$ cat config.mk
export PLATFORM = sky130hd
export DESIGN_NAME = add
export DESIGN_NICKNAME = d
export VERILOG_FILES = /design/src/rtl/add.sv
export SDC_FILE = /design/constraint.sdc
export NUM_CORES = 1
export LEC_CHECK = 0
export ABC_CLOCK_PERIOD_IN_PS = 1000
export CAP_MARGIN = 5
export CORE_AREA = 8 8 45 47
export DETAILED_ROUTE_END_ITERATION = 8
export DIE_AREA = 0 0 53 55
export PLACE_DENSITY = 0.67
export SLEW_MARGIN = 10
export SYNTH_ARGS = -nofsm -noshare
export SYNTH_HDL_FRONTEND = slang
export SYNTH_SLANG_ARGS = --single-unit
$ cat constraint.sdc
create_clock -name clk -period 1 [get_ports clk]
set_clock_uncertainty 0.1 [all_clocks]
set_input_delay 0.1 -clock clk [delete_from_list [all_inputs] [get_ports clk]]
set_output_delay 0.1 -clock clk [all_outputs]
set_load 0.02 [all_outputs]
$ cat src/rtl/add.sv
`default_nettype none
// ============================================================================
// Module      : add
// Description : Registered two's-complement adder/subtractor with carry,
//               zero, negative and signed-overflow status flags. One result
//               per cycle, one-cycle latency, asynchronous active-low reset.
// Revision    : 1.0 - initial release
// ============================================================================
module add #(
    parameter int DW = 4
) (
    input  logic          clk,
    input  logic          nreset,
    input  logic          in_valid,
    input  logic [DW-1:0] a,
    input  logic [DW-1:0] b,
    input  logic          opt_sub,
    input  logic          cin,
    output logic          out_valid,
    output logic [DW-1:0] sum,
    output logic          cout,
    output logic          zero,
    output logic          neg,
    output logic          overflow
);

    // Subtraction is a + ~b + 1; the borrow-in removes that +1, so the
    // effective carry-in is the inverted borrow.
    logic [DW-1:0] w_b_eff;
    logic          w_c0;
    logic [DW:0]   w_full;
    logic [DW-1:0] w_low;
    logic          w_carry_msb;
    logic [DW-1:0] w_s;
    logic          w_c_out;
    logic          w_zero;
    logic          w_neg;
    logic          w_overflow;

    // Registered outputs
    logic          r_out_valid;
    logic [DW-1:0] r_sum;
    logic          r_cout;
    logic          r_zero;
    logic          r_neg;
    logic          r_overflow;

    // Operand conditioning, full-width sum and flag derivation
    always_comb begin
        w_b_eff     = opt_sub ? ~b : b;
        w_c0        = opt_sub ? ~cin : cin;
        w_full      = {1'b0, a} + {1'b0, w_b_eff} + {{DW{1'b0}}, w_c0};
        // Sum of the low DW-1 bits; its top bit is the carry into the MSB.
        w_low       = {1'b0, a[DW-2:0]} + {1'b0, w_b_eff[DW-2:0]}
                    + {{(DW-1){1'b0}}, w_c0};
        w_carry_msb = w_low[DW-1];
        w_s         = w_full[DW-1:0];
        w_c_out     = w_full[DW];
        w_zero      = (w_s == '0);
        w_neg       = w_s[DW-1];
        w_overflow  = w_carry_msb ^ w_c_out;
    end

    // Capture result and flags on accepted operations; hold otherwise
    always_ff @(posedge clk or negedge nreset) begin
        if (!nreset) begin
            r_out_valid <= 1'b0;
            r_sum       <= '0;
            r_cout      <= 1'b0;
            r_zero      <= 1'b0;
            r_neg       <= 1'b0;
            r_overflow  <= 1'b0;
        end else begin
            r_out_valid <= in_valid;
            if (in_valid) begin
                r_sum      <= w_s;
                r_cout     <= w_c_out;
                r_zero     <= w_zero;
                r_neg      <= w_neg;
                r_overflow <= w_overflow;
            end
        end
    end

    assign out_valid = r_out_valid;
    assign sum       = r_sum;
    assign cout      = r_cout;
    assign zero      = r_zero;
    assign neg       = r_neg;
    assign overflow  = r_overflow;

endmodule
`default_nettype wire

==> flow_summary.json <==
{
  "seq_area_um2": 200,
  "syn_avg_cell_area_um2": 11.7,
  "hold_path_class": "input port to asynchronous set/reset pin",
  "drive_above_1_share_pct": 56.6,
  "drc": 0,
  "ioPinCount": 22,
  "worst_slew_pin_slew_ns": 0.365,
  "grt_pass1_vias": 420,
  "synth_cell_types": 17,
  "h-tree-depth": 1,
  "critical_path_class": "input port to flop",
  "cts_hold_buf": 0,
  "final_util_pct": 65.8,
  "yosys-top-cells-area": "dfrtp_1 (42%), xor2_1 (9.1%), fa_1 (8.3%), ha_1 (7.8%), xnor2_1 (5.5%)",
  "antenna_found_initial": 0,
  "nFillCells": 112,
  "violations": "setup timing",
  "yosys_warnings": 0,
  "viasPerCell": 4.40,
  "grt_use_total_pct": 8.00,
  "grt.overflow.total": 0,
  "syn_nets": 59,
  "maxSlewHeadroom_pct": 75.6,
  "synth_area_leader_cell": "dfrtp_1",
  "coreArea_um2": 1380,
  "crit_fanout": 2,
  "totalWireLength_mm": 1.12,
  "fin_nets": 96,
  "max_freq_ghz": 0.635,
  "synth_top_area_share_pct": 41.6,
  "die-area_um2": 2920,
  "cts_tree": "done",
  "leakage_nw": 0.443,
  "clock_path_buffers": 2,
  "ir_worst_vdd_uv": 640,
  "layout_worst_path_cycle_share_pct": 158,
  "final_common_cell": "buf_4",
  "ys_seq_elements": 8,
  "maxCapViolations": 0,
  "drv_slew": 0,
  "cts_sinks": 8,
  "start_kind": "input port",
  "post-dp-hpwl_um": 886,
  "layout.cells.non_filler": 92,
  "min_period_ns": 1.58,
  "multi_input_area_um2": 328,
  "clock_latency_ns": 0.26,
  "crit_arrival_ns": 1.62,
  "p_per_area_nw_per_um2": 1710,
  "dpl_cell_area_um2": 796,
  "final_cell_mix": "buf_4 (13), buf_6 (11), dfrtp_1 (8), clkdlybuf4s50_1 (5)",
  "std_cell_rows": 14,
  "ys_seq_area_share_pct": 41.6,
  "finalSetupViolCount": 9,
  "start_util_pct": 34.8,
  "crit_required_ns": 1.04,
  "num_vias": 405,
  "grt_max_degree": 10,
  "first_pass_iters": 2,
  "die_w_um": 53,
  "area_delta_synth_final_pct": 89.1,
  "fin_ws_ns": -0.576,
  "fp.dieH_um": 55,
  "status": "finished with violations",
  "io_buffers": 21,
  "clk_pin_slew_ns": 0.06,
  "pre_cts_ws_ns": -1.33,
  "place.gp.congestion": 0.673,
  "rsz0062_at_grt": "true",
  "grt_pass1_wl_mm": 1.69,
  "dp_cells": 86,
  "drtAntennaViolNets": 0,
  "root_buffer": "clkbuf_4",
  "drtIter0Drc": 2,
  "postSynthCellCount": 41,
  "cp-end-kind": "flop",
  "n_antenna_cell": 0,
  "cts_buffers": 3,
  "hold_viol": 0,
  "final_cell_area_um2": 911,
  "wl_per_cell_um": 12.2,
  "synth.cell_area_um2": 482
}
==> power breakdown <==
group          internal (mW)  leakage [nW]  switching, mW
Combinational          0.506         0.335          0.342
Clock                  0.137        0.0138          0.110
Sequential             0.401        0.0942         0.0588
==> worst max-delay path, stage by stage <==
cell and delay [ns]:
buf_6 0.10, xor2_2 0.17, fa_2 0.37, fa_2 0.35
a21o_1 0.17, a21oi_2 0.15, xnor2_1 0.14, a21oi_1 0.08
==> cells in the mapped netlist <==
cell / count
buf_4: 1
nand3_1: 1
mux2_4: 1
a21oi_1: 4
nor2_1: 4
clkbuf_1: 1
a21oi_2: 1
xnor2_1: 3
mux2_2: 2
inv_1: 1
a21o_1: 2
fa_1: 2
o22ai_1: 1
buf_6: 1
ha_1: 3
dfrtp_1: 8
xor2_1: 5
==> routing by layer <==
metal	GRT usage, %	routed length [um]	part of all wire, %
met1	7.34	426	38
met2	14.3	624	56
met3	1.87	72	6.4
met4	7.76	0	0
met5	0	0	0
==> stage by stage <==
step                hold slack (ns)  TNS, ns  total power [mW]
floorplan                    -0.296    -4.60             0.841
global placement              0.295    -9.28              1.20
detailed placement            0.308    -9.46              1.21
CTS                          0.0378    -3.49              1.41
global route                 0.0431    -3.37              1.65
finish                       0.0205    -2.97              1.56
==> flip-flops by register name (all words and copies together), names as in the netlist <==
signal	flops
zero	1
sum	4
cout	1
overflow	1
out_valid	1
==> what timing repair did <==
action / CTS / global route
resized for setup: 59 / 24
pin swaps: 10 / 13
gates cloned: 0 / 0
buffers inserted: 0 / 3
setup endpoints to repair: 16 / 15
==> path summary, 6_finish.rpt <==
kind | startpoint | to | slack, ns | cells after the start
hold / removal | nreset | sum[3] | 0.02 | 1
max in group asynchronous | nreset | sum[2] | 0.51 | 1
setup / recovery | b[0] | overflow | -0.58 | 8
hold reg to reg | overflow | overflow | 0.45 | 2
setup reg to reg | sum[3] | sum[3] | -0.02 | 2
min in group clk | a[1] | sum[1] | 0.30 | 3
==> logic make-up (layout without fill, tap and decap cells) <==
| family | Yosys count | after routing | share of synthesized area [%] |
|---|---|---|---|
| AOI/OAI and AO/OA | 8 | 8 | 10.4 |
| DFF | 8 | 8 | 41.6 |
| xor gates and xnor gates | 8 | 8 | 14.5 |
| adders and majority gates | 5 | 5 | 16.1 |
| and+or+nand+nor | 5 | 5 | 4.15 |
| buffers and inverters | 4 | 39 | 5.45 |
| muxes | 3 | 3 | 7.79 |
==> cell type report <==
cell class                      instances  share of cell area [%]
Tap cell                               16                    2.20
Clock buffer                            3                    2.47
Timing Repair Buffer                   35                    37.0
Inverter                                1                   0.412
Multi-Input combinational cell         29                    36.0
Sequential cell                         8                    22.0
No activity file was read; power rests on OpenSTA's default activity.
